### src/rtl/demux_pkg.sv
// Shared lane constants and round-robin helper for the demux lane collector.
// The grant function is used by the collector's output arbiter.
package demux_pkg;

    localparam int NUM_LANES  = 4;
    localparam int LANE_SEL_W = 2;

    typedef logic [LANE_SEL_W-1:0] lane_t;

    // First full lane at or after ptr, searching upward with wrap 3->0.
    function automatic lane_t rr_next(
        input lane_t                ptr,
        input logic [NUM_LANES-1:0] full_mask
    );
        lane_t grant;
        lane_t idx;
        logic  found;
        grant = ptr;
        found = 1'b0;
        for (int i = 0; i < NUM_LANES; i++) begin
            idx = ptr + lane_t'(i);
            if (!found && full_mask[idx]) begin
                grant = idx;
                found = 1'b1;
            end
        end
        return grant;
    endfunction

endpackage

### src/rtl/demux_lane_shifter.sv
// One lane of the collector: serial-to-parallel shifter, bit counter,
// single-entry holding register and sticky overflow flag.
module demux_lane_shifter
    import demux_pkg::*;
#(
    parameter int WIDTH = 8
) (
    input  logic             clk,
    input  logic             rst,
    input  logic             cap,
    input  logic             bit_in,
    input  logic             drain,
    input  logic             err_clr,
    output logic             full,
    output logic [WIDTH-1:0] hold_data,
    output logic             overflow
);

    localparam int CNT_W = $clog2(WIDTH);

    logic [WIDTH-1:0] shreg_q, shreg_d;
    logic [CNT_W-1:0] cnt_q, cnt_d;
    logic [WIDTH-1:0] hold_q, hold_d;
    logic             full_q, full_d;
    logic             ovf_q, ovf_d;
    logic [WIDTH-1:0] word;
    logic             last_bit;

    always_comb begin
        shreg_d  = shreg_q;
        cnt_d    = cnt_q;
        hold_d   = hold_q;
        full_d   = full_q;
        ovf_d    = ovf_q;
        word     = {shreg_q[WIDTH-2:0], bit_in};
        last_bit = (cnt_q == CNT_W'(WIDTH - 1));

        if (err_clr) begin
            ovf_d = 1'b0;
        end
        if (drain) begin
            full_d = 1'b0;
        end

        if (cap) begin
            shreg_d = word;
            if (last_bit) begin
                cnt_d = '0;
                // A drain on this same edge frees the slot for the new word.
                if (full_q && !drain) begin
                    ovf_d = 1'b1;
                end else begin
                    hold_d = word;
                    full_d = 1'b1;
                end
            end else begin
                cnt_d = cnt_q + CNT_W'(1);
            end
        end
    end

    always_ff @(posedge clk or posedge rst) begin
        if (rst) begin
            shreg_q <= '0;
            cnt_q   <= '0;
            hold_q  <= '0;
            full_q  <= 1'b0;
            ovf_q   <= 1'b0;
        end else begin
            shreg_q <= shreg_d;
            cnt_q   <= cnt_d;
            hold_q  <= hold_d;
            full_q  <= full_d;
            ovf_q   <= ovf_d;
        end
    end

    assign full      = full_q;
    assign hold_data = hold_q;
    assign overflow  = ovf_q;

endmodule

### src/rtl/demux_lane_collector.sv
// Collects the four demux lanes into words and presents them on one
// valid/ready port with round-robin arbitration and sticky error flags.
module demux_lane_collector
    import demux_pkg::*;
#(
    parameter int WIDTH = 8
) (
    input  logic             clk,
    input  logic             rst,
    input  logic             bit_valid,
    input  logic [1:0]       sel,
    input  logic [3:0]       lane_in,
    output logic             out_valid,
    input  logic             out_ready,
    output logic [1:0]       out_lane,
    output logic [WIDTH-1:0] out_data,
    output logic [3:0]       overflow,
    output logic             protocol_err,
    input  logic             err_clr
);

    logic [NUM_LANES-1:0] cap;
    logic [NUM_LANES-1:0] drain;
    logic [NUM_LANES-1:0] full_mask;
    logic [NUM_LANES-1:0] ovf;
    logic [WIDTH-1:0]     hold_data [NUM_LANES];
    logic                 bit_in;

    assign bit_in = lane_in[sel];

    for (genvar k = 0; k < NUM_LANES; k++) begin : g_lane
        assign cap[k] = bit_valid && (sel == lane_t'(k));

        demux_lane_shifter #(
            .WIDTH(WIDTH)
        ) u_shifter (
            .clk      (clk),
            .rst      (rst),
            .cap      (cap[k]),
            .bit_in   (bit_in),
            .drain    (drain[k]),
            .err_clr  (err_clr),
            .full     (full_mask[k]),
            .hold_data(hold_data[k]),
            .overflow (ovf[k])
        );
    end

    lane_t            ptr_q, ptr_d;
    logic             out_valid_q, out_valid_d;
    lane_t            out_lane_q, out_lane_d;
    logic [WIDTH-1:0] out_data_q, out_data_d;
    logic             perr_q, perr_d;
    lane_t            grant;
    logic             load;
    logic [3:0]       sel_mask;
    logic             perr_evt;

    always_comb begin
        sel_mask = 4'b0001 << sel;
        perr_evt = bit_valid && ((lane_in & ~sel_mask) != 4'b0000);
        perr_d   = perr_q;
        if (err_clr) begin
            perr_d = 1'b0;
        end
        if (perr_evt) begin
            perr_d = 1'b1;
        end
    end

    always_comb begin
        grant       = rr_next(ptr_q, full_mask);
        load        = (!out_valid_q || out_ready) && (|full_mask);
        drain       = '0;
        ptr_d       = ptr_q;
        out_valid_d = out_valid_q;
        out_lane_d  = out_lane_q;
        out_data_d  = out_data_q;

        if (load) begin
            drain[grant] = 1'b1;
            out_valid_d  = 1'b1;
            out_lane_d   = grant;
            out_data_d   = hold_data[grant];
            ptr_d        = grant + lane_t'(1);
        end else if (out_ready) begin
            out_valid_d  = 1'b0;
        end
    end

    always_ff @(posedge clk or posedge rst) begin
        if (rst) begin
            ptr_q       <= '0;
            out_valid_q <= 1'b0;
            out_lane_q  <= '0;
            out_data_q  <= '0;
            perr_q      <= 1'b0;
        end else begin
            ptr_q       <= ptr_d;
            out_valid_q <= out_valid_d;
            out_lane_q  <= out_lane_d;
            out_data_q  <= out_data_d;
            perr_q      <= perr_d;
        end
    end

    assign out_valid    = out_valid_q;
    assign out_lane     = out_lane_q;
    assign out_data     = out_data_q;
    assign overflow     = ovf;
    assign protocol_err = perr_q;

endmodule

### config.mk
export PLATFORM = sky130hd
export DESIGN_NAME = demux_lane_collector
export DESIGN_NICKNAME = d
export VERILOG_FILES = /design/src/rtl/demux_pkg.sv /design/src/rtl/demux_lane_shifter.sv /design/src/rtl/demux_lane_collector.sv
export SDC_FILE = /design/constraint.sdc
export NUM_CORES = 1
export LEC_CHECK = 0
export BUFFER_PORTS_ARGS = -buffer_cell sky130_fd_sc_hd__buf_2
export CAP_MARGIN = 20
export CORE_UTILIZATION = 60
export DETAILED_ROUTE_END_ITERATION = 6
export GPL_TIMING_DRIVEN = 0
export PLACE_DENSITY = 0.77
export SETUP_SLACK_MARGIN = 0.15
export SYNTH_ARGS = -nofsm -noshare
export SYNTH_HDL_FRONTEND = slang
export SYNTH_SLANG_ARGS = --single-unit
### constraint.sdc
create_clock -name clk -period 3.5 [get_ports clk]
set_input_delay 0.525 -clock clk [delete_from_list [all_inputs] [get_ports clk]]
set_output_delay 0.525 -clock clk [all_outputs]
set_load 0.02 [all_outputs]
==> results.txt <==
----------------------------------------------------
[Outcome]
  Outcome ... complete, no violations

[Detailed routing]
  Highest metal used ... met4
  Vias per cell ... 5.63
  Via count ... 2,561
  Total length of routed met2 wires ... 3710 um
  Length of routed met3 wiring ... 240 um
  Met1 WL ... 3370 um
  Number of routed nets with antenna violations ... 0
  Total DRC errors in the routed layout ... 0
  Number of optimization iterations in the first detailed-route pass ... 4
  DRT iter0 DRCs ... 176
  Post-Route WL ... 7480 um
  Wire per inst ... 16.4 um

[STA]
  Minimum period implied by the final worst setup slack ... 2610 ps
  Setup slack of the critical path after layout ... 887 ps
  Worst Max-Slew Pin Slew ... 688 ps
  Setup repair after global routing missed its margin ... false
  Number of max-slew violations in the final report ... 0
  Max-slew headroom at the worst pin ... 54.0%
  Crit share post-route ... 74.6%
  Count of endpoints failing hold in the final timing report ... 0
  Worst hold margin ... 207 ps
  Count of final setup violators ... 0
  Max Fclk ... 0.383 GHz
  Max Clock Skew ... 8.48 ps

[Logic synthesis]
  Flop and latch count out of synthesis ... 94
  Complex-gate fraction of the synthesized area ... 7.28%
  Xor and xnor fraction of the mapped netlist area ... 0.210%
  Proportion of register bits with asynchronous set or reset after synthesis ... 100%
  Main combinational cell family by area after synthesis ... multiplexers
  Share of synthesized cell area in and, or, nand and nor gates ... 11.1%
  Area of the mapped netlist ... 0.00416 sq mm
  Main flop type after synthesis ... sky130_fd_sc_hd__dfrtp_1
  Adder and majority cell fraction of the synthesized area ... 2.41%
  Part of the Yosys area used for sequential elements ... 56.5%
  Yosys synthesis warning count ... 0
  Mapped Cells ... 336
  Yosys top cell by area ... sky130_fd_sc_hd__dfrtp_1
  Number of distinct library cells after synthesis ... 42
  Total nets after synthesis ... 355
  Share of the synthesized area in the top cell type ... 56.5%
  Proportion of synthesized area in mux cells ... 19.5%
  Avg Synthesized Cell Area ... 12.4 sq um
  Top post-synthesis cells by area ... sky130_fd_sc_hd__dfrtp_1 (57%), sky130_fd_sc_hd__mux2_2 (10%), sky130_fd_sc_hd__mux2_4 (5.8%)
  Post-synth EDFFs ... 0

[Placed design]
  Placer's final routability congestion estimate ... 0.801
  Number of port buffers ... 25
  HPWL after detailed placement ... 5290 um
  Dpl cell area ... 0.00441 sq mm
  Pre-CTS worst setup slack ... 943 ps

[Global route]
  Pin count of the biggest net entering global routing ... 53
  Vias in the first global route ... 2,583
  First-pass GRT wire length ... 12,600 um
  Grt ovf ... 0
  Overall Global Routing Usage ... 23.3%
  Antenna violations before repair ... 0

[Floorplan]
  Number of rows in the core area ... 29
  Chip height ... 85.3 um
  Starting utilization of the core area ... 63.7%
  X dimension of the die ... 85.3 um
  Core region area ... 0.00653 sq mm
  Count of boundary I/O pins ... 27
  Die area ... 0.00727 sq mm

[Layout]
  Storage element area ... 0.00235 sq mm
  Net count reported at finish ... 392
  Combined area of the multi-input logic cells ... 0.00169 sq mm
  Share of post-route cells with drive strength above 1 ... 29.6%
  Layout Utilization ... 70.8%
  P&R area growth vs syn ... 11.1%
  Number of fillers in the final layout ... 457
  Antenna diode instance count ... 0
  Post-Layout Inst Area ... 0.00462 sq mm

[Worst setup path]
  Worst Setup End Kind ... flip-flop
  Number of cell instances on the worst register-to-register path ... 6
  Arrival time at the worst endpoint ... 2860 ps
  Highest net fanout along the worst path ... 8
  Required time of the critical path ... 3750 ps
  Path type of the worst setup path ... flip-flop to flip-flop
  Worst Setup Start Kind ... flip-flop
  Slack of the worst reg-to-reg path ... 890 ps

[Power and ir drop]
  Fraction of power spent switching nets ... 34.5%
  Internal cell power ... 2310 uW
  Part of the total power dissipated in the clock network ... 21.1%
  Register share of total power ... 46.5%
  Leakage component of the power ... 0.00237 uW
  Maximum VDD drop ... 0.467 mV
  Power per Cell Area ... 762 mW/mm^2
  Share of power burned in combinational logic ... 32.5%
  Switching power ... 1220 uW

[Run]
  Maximum capacitance violations ... 0

[Worst hold path]
  Worst hold path type ... input port to async pin

[Clocking]
  Clk sink count ... 94
  Setup Fix Bufs, Post-CTS ... 0
  TritonCTS clock tree ... built
  Master cell of the clock root buffer ... sky130_fd_sc_hd__clkbuf_8
  Skew-Pair Late Insertion Delay ... 360 ps
  Count of hold buffers inserted by post-cts repair ... 0
  Number of resized instances in the post-cts repair step ... 0
  Clock-pin slew on the worst setup and hold paths ... 90 ps
  Number of clock buffers inserted by TritonCTS ... 9
  H-Tree Depth ... 3
  Deepest clock path buffer count ... 2

----------------------------------------------------
## worst paths after layout
check / to / from
worst max-delay path: g_lane[0].u_shifter.hold_data[0] / g_lane[2].u_shifter.full
worst min-delay path: g_lane[1].u_shifter.cnt_q[2] / rst
worst max register to register: g_lane[0].u_shifter.hold_data[0] / g_lane[2].u_shifter.full
worst min register to register: out_data[3] / out_data[3]
max in group asynchronous: g_lane[2].u_shifter.shreg_q[4] / rst
min in group clk: out_valid / out_ready
## synth_stat cells (5+ instances only)
cell,instances
sky130_fd_sc_hd__nand2b_1,5
sky130_fd_sc_hd__nand2_1,64
sky130_fd_sc_hd__inv_1,9
sky130_fd_sc_hd__nor3_1,5
sky130_fd_sc_hd__mux2_2,38
sky130_fd_sc_hd__clkbuf_1,7
sky130_fd_sc_hd__ha_1,8
sky130_fd_sc_hd__o21ai_0,15
sky130_fd_sc_hd__o22ai_1,5
sky130_fd_sc_hd__mux2_4,16
sky130_fd_sc_hd__nor2_1,7
sky130_fd_sc_hd__mux2i_1,12
sky130_fd_sc_hd__a2bb2oi_1,6
sky130_fd_sc_hd__dfrtp_1,94
## area by class of cell
class	instances	area share, %
clock buffer	11	3.28
tap	77	2.08
timing repair buffer	26	3.30
sequential	94	50.9
clock inverter	5	1.25
buffer	16	1.87
inverter	10	0.866
multi-input combinational	216	36.5
## cells by family after synthesis
family | after synthesis
flops | 94
xor+xnor | 1
compound gates | 41
mux | 67
simple gates | 99
fa+ha+maj | 8
buf+inv | 26
## worst max-delay path, stage by stage (launching register included)
cell and delay [ps]:
sky130_fd_sc_hd__dfrtp_1 480, sky130_fd_sc_hd__nor2b_1 200, sky130_fd_sc_hd__o21ai_0 190, sky130_fd_sc_hd__nand3b_1 290, sky130_fd_sc_hd__o21ai_0 510, sky130_fd_sc_hd__nand3_1 420
sky130_fd_sc_hd__mux2_2 400
## flip-flops by register name, indices dropped and copies added, names as in the netlist
| signal | cells |
|---|---|
| protocol_err | 1 |
| g_lane.u_shifter.hold_data | 32 |
| ptr_q | 2 |
| out_data | 8 |
| g_lane.u_shifter.overflow | 4 |
| g_lane.u_shifter.full | 4 |
| out_lane | 2 |
| out_valid | 1 |
| g_lane.u_shifter.cnt_q | 12 |
| g_lane.u_shifter.shreg_q | 28 |
## through the flow
stage               cells  power (uW)  setup TNS, ps
floorplan             336        2500              0
global placement      438        2740         -46010
detailed placement    439        2810              0
CTS                   455        3550              0
global route          455        3750              0
finish                455        3520              0
## layer usage
| metal | up-vias | GRT usage (%) |
|---|---|---|
| li1 | 1238 | - |
| met1 | 1276 | 30.0 |
| met2 | 33 | 38.0 |
| met3 | 14 | 6.42 |
| met4 | 0 | 8.64 |
| met5 | - | 0 |
## layout by cell type, fill, tap and decap left out, types with 2 or more instances in the layout
cell                         synthesis  layout
sky130_fd_sc_hd__a222oi_1            2       2
sky130_fd_sc_hd__buf_4               4       4
sky130_fd_sc_hd__a2bb2oi_1           6       6
sky130_fd_sc_hd__mux2_4             16      16
sky130_fd_sc_hd__nor3_1              5       5
sky130_fd_sc_hd__o22ai_1             5       5
sky130_fd_sc_hd__clkbuf_8            0      11
sky130_fd_sc_hd__clkbuf_1            7       7
sky130_fd_sc_hd__nand3b_1            2       2
sky130_fd_sc_hd__o31ai_4             2       2
sky130_fd_sc_hd__buf_2               3      28
sky130_fd_sc_hd__nand3_1             3       3
sky130_fd_sc_hd__mux2i_1            12      12
sky130_fd_sc_hd__mux2_2             38      38
sky130_fd_sc_hd__clkinvlp_4          0       3
sky130_fd_sc_hd__nor2b_1             2       2
sky130_fd_sc_hd__inv_1               9       8
sky130_fd_sc_hd__o21ai_0            15      15
sky130_fd_sc_hd__a21o_1              4       4
sky130_fd_sc_hd__a21oi_1             2       2
sky130_fd_sc_hd__or2_2               2       2
sky130_fd_sc_hd__ha_1                8       8
sky130_fd_sc_hd__nor2_1              7       7
sky130_fd_sc_hd__nand2b_1            5       5
sky130_fd_sc_hd__nand3_4             2       2
sky130_fd_sc_hd__dfrtp_1            94      94
sky130_fd_sc_hd__nand2_1            64      64
## power groups by stage
stage | registers [uW] | clock network (uW) | logic, uW
after floorplan | 1650 | 0 | 850
after global placement | 1640 | 0 | 1100
after detailed placement | 1660 | 0 | 1150
after CTS | 1640 | 754 | 1150
after global routing | 1680 | 793 | 1280
final | 1640 | 742 | 1140
Power figures use the tool's default switching activity.
